**src/rtl/lanectrl_pkg.sv**
```systemverilog
// Shared definitions for the lane-controller pause path: sequencer states, window counter
// width and the default timing constants also used by the pause-sync wrapper.
package lanectrl_pkg;

    localparam int CNT_W = 5;

    localparam int DEF_SETUP_CYCLES = 4;
    localparam int DEF_SYNC_LATENCY = 2;
    localparam int DEF_HOLD_CYCLES  = 4;
    localparam int DEF_GAP_CYCLES   = 8;
    localparam int DEF_CODE_W       = 8;

    typedef enum logic [2:0] {
        IDLE,
        SKIP,
        SETUP,
        LOAD,
        HOLD,
        RELEASE,
        GAP
    } seq_state_t;

    // Pause is requested in every state that brackets the load strobe.
    function automatic logic pause_state(input seq_state_t st);
        return (st == SETUP) || (st == LOAD) || (st == HOLD);
    endfunction

endpackage

```
**src/rtl/lanectrl_win_counter.sv**
```systemverilog
// Loadable down-counter that times the sequencer windows; terminal marks the last counted cycle.
module lanectrl_win_counter
    import lanectrl_pkg::*;
(
    input  logic             clk,
    input  logic             rst_n,
    input  logic             load,
    input  logic [CNT_W-1:0] load_value,
    input  logic             dec,
    output logic             terminal
);

    logic [CNT_W-1:0] count;

    always_ff @(posedge clk or negedge rst_n) begin
        if (!rst_n) begin
            count <= '0;
        end else if (load) begin
            count <= load_value;
        end else if (dec && (count != '0)) begin
            count <= count - CNT_W'(1);
        end
    end

    assign terminal = (count == CNT_W'(1));

endmodule

```
**src/rtl/lanectrl_pause_sequencer.sv**
```systemverilog
// Delay-code update sequencer: wraps each code load in a guarded HS IO clock pause window
// and acknowledges the requester once pause has been released.
module lanectrl_pause_sequencer
    import lanectrl_pkg::*;
#(
    parameter int SETUP_CYCLES = DEF_SETUP_CYCLES,
    parameter int SYNC_LATENCY = DEF_SYNC_LATENCY,
    parameter int HOLD_CYCLES  = DEF_HOLD_CYCLES,
    parameter int GAP_CYCLES   = DEF_GAP_CYCLES,
    parameter int CODE_W       = DEF_CODE_W,
    parameter int SKIP_SAME    = 1
) (
    input  logic              CLK,
    input  logic              RESET_N,
    input  logic              UPD_REQ,
    input  logic [CODE_W-1:0] UPD_CODE,
    output logic              UPD_ACK,
    output logic              HS_IO_CLK_PAUSE,
    output logic              CODE_LOAD,
    output logic [CODE_W-1:0] CODE_OUT,
    output logic              BUSY
);

    // Setup window covers the downstream synchroniser so the load lands inside the paused clock.
    localparam logic [CNT_W-1:0] SETUP_LEN = CNT_W'(SETUP_CYCLES + SYNC_LATENCY);
    localparam logic [CNT_W-1:0] HOLD_LEN  = CNT_W'(HOLD_CYCLES);
    localparam logic [CNT_W-1:0] GAP_LEN   = CNT_W'(GAP_CYCLES);

    seq_state_t        state;
    seq_state_t        state_next;
    logic [CODE_W-1:0] code_cap;
    logic              code_valid;
    logic              capture;
    logic              cnt_load;
    logic [CNT_W-1:0]  cnt_value;
    logic              cnt_dec;
    logic              cnt_term;
    logic              same_code;

    lanectrl_win_counter u_win_counter (
        .clk        (CLK),
        .rst_n      (RESET_N),
        .load       (cnt_load),
        .load_value (cnt_value),
        .dec        (cnt_dec),
        .terminal   (cnt_term)
    );

    assign same_code = (SKIP_SAME != 0) && code_valid && (UPD_CODE == CODE_OUT);

    always_comb begin
        state_next = state;
        capture    = 1'b0;
        cnt_load   = 1'b0;
        cnt_value  = '0;
        cnt_dec    = 1'b0;
        case (state)
            IDLE: begin
                if (UPD_REQ) begin
                    capture = 1'b1;
                    if (same_code) begin
                        state_next = SKIP;
                    end else begin
                        state_next = SETUP;
                        cnt_load   = 1'b1;
                        cnt_value  = SETUP_LEN;
                    end
                end
            end
            SKIP: begin
                state_next = IDLE;
            end
            SETUP: begin
                if (cnt_term) begin
                    state_next = LOAD;
                end else begin
                    cnt_dec = 1'b1;
                end
            end
            LOAD: begin
                state_next = HOLD;
                cnt_load   = 1'b1;
                cnt_value  = HOLD_LEN;
            end
            HOLD: begin
                if (cnt_term) begin
                    state_next = RELEASE;
                end else begin
                    cnt_dec = 1'b1;
                end
            end
            RELEASE: begin
                if (GAP_CYCLES == 0) begin
                    state_next = IDLE;
                end else begin
                    state_next = GAP;
                    cnt_load   = 1'b1;
                    cnt_value  = GAP_LEN;
                end
            end
            GAP: begin
                if (cnt_term) begin
                    state_next = IDLE;
                end else begin
                    cnt_dec = 1'b1;
                end
            end
            default: begin
                state_next = IDLE;
            end
        endcase
    end

    // Outputs are registered from the next state so they line up with the state they describe.
    always_ff @(posedge CLK or negedge RESET_N) begin
        if (!RESET_N) begin
            state           <= IDLE;
            HS_IO_CLK_PAUSE <= 1'b0;
            CODE_LOAD       <= 1'b0;
            UPD_ACK         <= 1'b0;
            BUSY            <= 1'b0;
            CODE_OUT        <= '0;
            code_valid      <= 1'b0;
        end else begin
            state           <= state_next;
            HS_IO_CLK_PAUSE <= pause_state(state_next);
            CODE_LOAD       <= (state_next == LOAD);
            UPD_ACK         <= (state_next == SKIP) || (state_next == RELEASE);
            BUSY            <= (state_next != IDLE);
            if (state_next == LOAD) begin
                CODE_OUT   <= code_cap;
                code_valid <= 1'b1;
            end
        end
    end

    always_ff @(posedge CLK) begin
        if (capture) begin
            code_cap <= UPD_CODE;
        end
    end

endmodule

```
**config.mk**
```make
export PLATFORM = sky130hd
export DESIGN_NAME = lanectrl_pause_sequencer
export DESIGN_NICKNAME = d
export VERILOG_FILES = /design/src/rtl/lanectrl_pkg.sv /design/src/rtl/lanectrl_win_counter.sv /design/src/rtl/lanectrl_pause_sequencer.sv
export SDC_FILE = /design/constraint.sdc
export NUM_CORES = 1
export LEC_CHECK = 0
export BUFFER_PORTS_ARGS = -buffer_cell sky130_fd_sc_hd__buf_4
export CORE_ASPECT_RATIO = 0.8
export CORE_UTILIZATION = 50
export CTS_BUF_LIST = sky130_fd_sc_hd__clkbuf_8 sky130_fd_sc_hd__clkbuf_16
export DETAILED_ROUTE_END_ITERATION = 6
export GPL_TIMING_DRIVEN = 0
export PLACE_DENSITY = 0.72
export SETUP_SLACK_MARGIN = 0.3
export SYNTH_ARGS = -nofsm -noshare
export SYNTH_HDL_FRONTEND = slang
export SYNTH_SLANG_ARGS = --single-unit
```
**constraint.sdc**
```tcl
create_clock -name CLK -period 3.3 [get_ports CLK]
set_clock_uncertainty 0.05 [all_clocks]
set_input_delay 0.66 -clock CLK [delete_from_list [all_inputs] [get_ports CLK]]
set_output_delay 0.66 -clock CLK [all_outputs]
set_load 0.05 [all_outputs]
```
==> summary.txt, run 1 <==
startpoint types -> flip-flop
Pleak -> 0.7644 nW
Syn Inst Count -> 115
io pins -> 23
GRT Util Overall -> 0.2020
DRC violations left -> 0
vias per inst -> 5.221
HPWL after DPL -> 1805 um
peak supply drop -> 510.4 uV
fin worst setup slack -> 0.7657 ns
antenna violations before repair -> 0
Worst EP required -> 3.41 ns
DR WL/cell -> 13.99 um
Core ar. -> 2542 um2
xor-xnor portion of the synthesized cell area -> 0.06924
register bit count reported by yosys -> 29
PwrDens -> 1007 nW/um2
Die Y -> 49.18 um
TritonCTS clock tree -> done
Placement Cell Area -> 1602 um2
vias in the first global route -> 902
die width -> 60.98 um
wire length of the first global-routing pass -> 4236 um
maximum clock rate -> 394.6 MHz
critical path capture point type -> flip-flop
syn_nets -> 129
cell taking the most area after synthesis -> dfrtp_1
Fin Setup TNS -> 0 ns
Buffers & Inverters on Critical Path -> 1
synth warn -> 0
worst hold margin -> 0.2062 ns
largest net degree at the start of global routing -> 22
Final Cell Area -> 1692 um2
H-tree depth -> 2
share of cells above drive strength 1 -> 0.2966
final setup vio count -> 0
slowest CP cell -> nor3_1
Max stage delay on crit path -> 0.92 ns
count of different cell masters after synthesis -> 35
Seq pwr share -> 0.344
max cap viols -> 0
largest family of logic cells by synthesized area -> simple AND/OR/NAND/NOR gates
placed cells -> 173
syn avg cell area -> 12.10 um2
fin crit period -> 2.534 ns
Final Max Slew Viols -> 0
post-synthesis adder-cell area fraction -> 0.02698
final global-route overflow total -> 0
CP Class -> flip-flop to flip-flop
mapped cell area -> 1391 um2
Clk pwr share -> 0.171
fin crit share -> 0.7680
Critical Path, Cell by Cell -> buf_2, nand2b_1, nor3_1, o31ai_1, a22oi_1, a21oi_1
Synth Area in Simple Gates -> 0.1268
area grow syn2layout -> 21.58%
port bufs -> 22
Hold Vio Cnt, Final -> 0
hold_buf cts -> 0
post-CTS sizing -> 0
top post-synthesis cells by area -> dfrtp_1 (38%), edfxtp_1 (17%), mux2_4 (8.6%), xnor2_1 (6.3%), o21ai_0 (2.9%)
Antenna Nets Post-Route -> 0
Rel. slew slack -> 0.2018
Int Power -> 0.9950 mW
CTS clk-pin slew, worst paths -> 0.06 ns
pre-CTS WS -> 0.5701 ns
run status -> completed
final WL -> 2533 um
Initial Utilization -> 0.5472
Layout fillers -> 200
clock sinks -> 29
die area -> 2999 um2
Hold WC Path Type -> primary input to async pin
power share of the combinational group -> 0.484
sw power -> 0.7080 mW
Inserted Diodes -> 0
multiplexer area fraction after synthesis -> 0.08633
Synth Area in Compound Gates -> 0.1115
Max Root-Sink Buffers -> 2
Arrival @ worst endpoint -> 2.65 ns
Sw Ratio -> 0.4158
Clk Latency, worst-skew pair -> 0.28 ns
vias -> 945
Finished Layout Cells -> 181
RSZ-0062 raised after global routing -> false
Iter 0 DRT Violations -> 30
worst slew pin tran -> 1.188 ns
top cell type's share of synthesized area -> 0.3777
register area share after synthesis -> 0.5504
CTS buffer count -> 5
final core utilization -> 0.6654
row cnt -> 16
postcts setup bufs -> 0
total power draw -> 1.703 mW
DRT Pass-1 Iters -> 4
# nets final -> 158
crit-path max FO -> 9
root buffer cell -> clkbuf_8
Top Family by Delay on Critical Path -> simple AND/OR/NAND/NOR gates
RePlAce Congestion -> 0.8331
-- synth_stat cells (all sizes together) --
| master | count |
|---|---|
| nor3 | 4 |
| o21ai | 9 |
| a22oi | 2 |
| a21oi | 4 |
| edfxtp | 8 |
| a22o | 1 |
| o31ai | 1 |
| or4b | 1 |
| o211ai | 2 |
| nand2 | 7 |
| ha | 3 |
| or4 | 1 |
| a211oi | 1 |
| o21ba | 1 |
| dfrtp | 21 |
| buf | 3 |
| nor2 | 7 |
| xnor2 | 10 |
| o21a | 1 |
| and2 | 1 |
| mux2 | 8 |
| clkbuf | 1 |
| inv | 4 |
| a2bb2oi | 1 |
| or3 | 2 |
| nor2b | 1 |
| nand2b | 4 |
| nand4 | 1 |
| nand3 | 3 |
| and2b | 1 |
| xor2 | 1 |
-- cells by family after synthesis --
| logic type | Yosys count |
|---|---|
| fa+ha+maj | 3 |
| mux | 8 |
| compound gates | 23 |
| buf+inv | 8 |
| xor+xnor | 11 |
| flops | 29 |
| simple gates | 33 |
-- cells in the final DEF, fill, tap and decap left out, types with 2 or more instances in the layout --
| cell | n |
|---|---|
| or3_1 | 2 |
| o211ai_1 | 2 |
| a22oi_1 | 2 |
| a21oi_1 | 4 |
| o21ai_0 | 8 |
| clkbuf_8 | 6 |
| buf_2 | 2 |
| inv_1 | 6 |
| ha_1 | 3 |
| nand2b_1 | 4 |
| buf_4 | 22 |
| nor3_1 | 3 |
| nor2_1 | 6 |
| mux2_4 | 8 |
| dfrtp_1 | 21 |
| edfxtp_1 | 8 |
| xnor2_1 | 10 |
| nand3_1 | 3 |
| nand2_1 | 7 |
-- flip-flops by register name (all words and copies together), names as in the netlist --
| register | cells |
|---|---|
| state | 3 |
| code_cap | 8 |
| code_valid | 1 |
| UPD_ACK | 1 |
| CODE_LOAD | 1 |
| CODE_OUT | 8 |
| BUSY | 1 |
| u_win_counter.count | 5 |
| HS_IO_CLK_PAUSE | 1 |
-- cell type report --
cell class | instances | area, um2 | share of cell area
repair buffers | 22 | 165.2 | 0.09763
plain buffers | 4 | 25.02 | 0.01479
well taps | 36 | 45.04 | 0.02663
clock buffers | 6 | 82.58 | 0.04882
inverters | 4 | 15.01 | 0.008876
multi-input cells | 78 | 585.6 | 0.3462
clock inverters | 2 | 7.507 | 0.004438
flip-flops and latches | 29 | 765.7 | 0.4527
-- path summary, 6_finish.rpt --
path | from | to | cells past startpoint | slack, ns
worst min-delay path | RESET_N | state[2] | 1 | 0.21
worst max register to register | state[2] | u_win_counter.count[3] | 6 | 0.77
worst max-delay path | state[2] | u_win_counter.count[3] | 6 | 0.77
max in group asynchronous | RESET_N | CODE_OUT[5] | 1 | 2.77
min in group CLK | code_valid | code_valid | 1 | 0.42
worst min register to register | code_valid | code_valid | 1 | 0.42
-- layer usage --
metal	wire length [um]	GRT usage	vias up
li1	-	-	462
met1	1185	0.2760	448
met2	1168	0.2857	30
met3	136	0.06366	5
met4	42	0.1023	0
met5	0	0	-
-- power groups by stage --
stage | Combinational [mW] | Clock, mW | Sequential, mW
5_1_grt | 0.902 | 0.313 | 0.608
6_report | 0.825 | 0.292 | 0.586
4_1_cts | 0.831 | 0.297 | 0.588
3_3_place_gp | 0.809 | 0 | 0.587
2_1_floorplan | 0.429 | 0 | 0.779
3_5_place_dp | 0.826 | 0 | 0.592
-- worst register-to-register path, delay by kind of cell (launching register included) --
family | cells | cell delay, ns
compound gates | 3 | 0.72
buf+inv | 1 | 0.16
simple gates | 2 | 1.12
flops | 1 | 0.36
(Power assumes the default switching activity.)
==> run 2, diff against run 1 <==
--- a/config.mk
+++ b/config.mk
@@ -7,11 +7,11 @@
 export LEC_CHECK = 0
 export BUFFER_PORTS_ARGS = -buffer_cell sky130_fd_sc_hd__buf_4
 export CORE_ASPECT_RATIO = 0.8
-export CORE_UTILIZATION = 50
+export CORE_UTILIZATION = 49
 export CTS_BUF_LIST = sky130_fd_sc_hd__clkbuf_8 sky130_fd_sc_hd__clkbuf_16
 export DETAILED_ROUTE_END_ITERATION = 6
 export GPL_TIMING_DRIVEN = 0
-export PLACE_DENSITY = 0.72
+export PLACE_DENSITY = 0.74
 export SETUP_SLACK_MARGIN = 0.3
 export SYNTH_ARGS = -nofsm -noshare
 export SYNTH_HDL_FRONTEND = slang
==> constraint.sdc (replaced) <==
create_clock -name CLK -period 2.2 [get_ports CLK]
set_clock_uncertainty 0.05 [all_clocks]
set_input_delay 0.44 -clock CLK [delete_from_list [all_inputs] [get_ports CLK]]
set_output_delay 0.44 -clock CLK [all_outputs]
set_load 0.05 [all_outputs]
==> run 2 against run 1 <==
Compared with the run above:
- register-to-register slack lost 0.36 ns
- fmax increased by 41%
- cell count grew 0.55%
- first-iteration DRC count shrank 23%
- clock-buffer cell count decreased by 1
- critical path depth fell by 1
- clock power is 34% higher
- worst hold slack improved by 0.093 ns
- combinational power increased by 56%
- via count down 1.2%
- routed wire length down 2.0%
- utilization increased by 1.2 points
- critical path type unchanged
- highest routed layer unchanged
==> summary.txt, run 2 (synthesized netlist as in run 1, its figures left out) <==
Worst EP required -> 2.36 ns (-1.05 ns)
# nets final -> 160 (+1.3%)
fin crit share -> 0.8175 (+0.04955)
clock sinks -> 29 (unchanged)
CTS buffer count -> 5 (unchanged)
most frequent cells in the layout -> buf_4 (23), dfrtp_1 (21), xnor2_1 (10)
GRT Util Overall -> 0.2016 (-0.0003563)
Core ar. -> 2562 um2 (+0.79%)
Inserted Diodes -> 0 (unchanged)
slowest CP cell -> or4_1
DRC violations left -> 0 (unchanged)
crit-path max FO -> 3 (-6)
CP Class -> flip-flop to flip-flop
Iter 0 DRT Violations -> 23 (-23%)
critical path capture point type -> flip-flop
Arrival @ worst endpoint -> 1.96 ns (-0.69 ns)
RePlAce Congestion -> 0.8315 (-0.19%)
die area -> 3058 um2 (+2.0%)
Seq pwr share -> 0.346 (+0.002)
Initial Utilization -> 0.5430 (-0.004276)
Placement Cell Area -> 1607 um2 (+0.31%)
share of cells above drive strength 1 -> 0.3356 (+0.03906)
Max Root-Sink Buffers -> 2 (unchanged)
HPWL after DPL -> 1763 um (-2.3%)
Clk pwr share -> 0.152 (-0.019)
startpoint types -> flip-flop
Max stage delay on crit path -> 0.59 ns (-0.33 ns)
CTS clk-pin slew, worst paths -> 0.06 ns (about the same)
port bufs -> 22 (unchanged)
power share of the combinational group -> 0.502 (+0.018)
top flop regs -> CODE_OUT: 8 flops, code_cap: 8 flops, u_win_counter.count: 5 flops
H-tree depth -> 2 (unchanged)
final global-route overflow total -> 0 (unchanged)
fin crit period -> 1.799 ns (-0.7358 ns)
Int Power -> 1.481 mW (+49%)
row cnt -> 16 (unchanged)
peak supply drop -> 744.8 uV (+46%)
Pleak -> 0.7677 nW (+0.43%)
DR WL/cell -> 13.64 um (-2.5%)
final WL -> 2483 um (-2.0%)
Die Y -> 49.66 um (+0.98%)
Critical Path, Cell by Cell -> xnor2_1, nand4_1, or4_1, o21a_1, nor2_1
antenna violations before repair -> 0 (unchanged)
Final Max Slew Viols -> 0 (unchanged)
commonest non-fill, non-tap cell in the layout -> buf_4
Final Cell Area -> 1737 um2 (+2.7%)
maximum clock rate -> 556.0 MHz (+41%)
TritonCTS clock tree -> done
root buffer cell -> clkbuf_8
Fin Setup TNS -> 0 ns (unchanged)
Hold WC Path Type -> primary input to flip-flop
worst slew pin tran -> 0.4414 ns (-0.7468 ns)
Clk Latency, worst-skew pair -> 0.28 ns (about the same)
max cap viols -> 0 (unchanged)
io pins -> 23 (unchanged)
wire length of the first global-routing pass -> 4284 um (+1.1%)
Rel. slew slack -> 0.7027 (+0.5009)
vias per inst -> 5.132 (-1.7%)
Sw Ratio -> 0.4225 (+0.006789)
area grow syn2layout -> 24.82%
vias in the first global route -> 941 (+4.3%)
final core utilization -> 0.6777 (+0.01238)
run status -> completed
largest net degree at the start of global routing -> 22 (unchanged)
Antenna Nets Post-Route -> 0 (unchanged)
sw power -> 1.084 mW (+53%)
vias -> 934 (-1.2%)
RSZ-0062 raised after global routing -> false
Hold Vio Cnt, Final -> 0 (unchanged)
PwrDens -> 1477 nW/um2 (+47%)
die width -> 61.58 um (+0.98%)
DRT Pass-1 Iters -> 4 (unchanged)
final setup vio count -> 0 (unchanged)
==> run 2: metrics by stage <==
step	total power, mW	setup slack [ns]	hold slack, ns	instances
after CTS	2.541	0.3060	0.2923	182
final	2.565	0.4015	0.2990	182
after global routing	2.746	0.3108	0.2913	182
after floorplan	1.816	0.3673	0.09441	115
after global placement	2.095	0.1255	0.2926	173
after detailed placement	2.127	0.04295	0.2951	173
==> run 2: power by group through the flow <==
stage                     Sequential, mW  Clock [mW]  Combinational [mW]
final                              0.887       0.390                1.29
after global routing               0.911       0.424                1.41
after CTS                          0.883       0.401                1.26
after detailed placement           0.889           0                1.24
after global placement             0.882           0                1.21
after floorplan                     1.17           0               0.646
==> run 2: final cells by class <==
cell class              instances  area [um2]
repair buffers                 24       182.7
clock buffers                   5       68.82
fillers                       203       825.8
flip-flops and latches         29       765.7
multi-input cells              78       626.9
inverters                       4       15.01
well taps                      36       45.04
plain buffers                   4       25.02
clock inverters                 2       7.507
==> run 2: path summary, 6_finish.rpt <==
check                             from     endpoint  slack (ns)  cells past startpoint
min reg2reg                 code_valid   code_valid        0.42                      1
max in group asynchronous      RESET_N  CODE_OUT[0]        1.35                      2
min                        UPD_CODE[2]  code_cap[2]        0.30                      1
max reg2reg                CODE_OUT[7]     state[0]        0.40                      5
max                        CODE_OUT[7]     state[0]        0.40                      5
min in group asynchronous      RESET_N     state[1]        0.53                      2
==> run 2: worst max-delay path, delay by kind of cell, from the launching register on <==
family                    cells  cell delay (ns)
and+or+nand+nor               3             0.90
DFF                           1             0.41
AOI/OAI and AO/OA             1             0.19
xor gates and xnor gates      1             0.17
==> run 2: timing repair <==
item	in CTS	in global routing
setup buffers	1	0
endpoints found under the setup margin	6	6
pin swaps	1	0
endpoints found under the hold margin	21	0
hold buffers	1	0
gates resized for setup	1	6
==> run 2: layer usage <==
metal | routed length [um] | vias up | GRT usage
li1 | - | 467 | -
met1 | 1193 | 438 | 0.2766
met2 | 1113 | 24 | 0.2796
met3 | 123 | 5 | 0.06299
met4 | 53 | 0 | 0.1111
met5 | 0 | - | 0
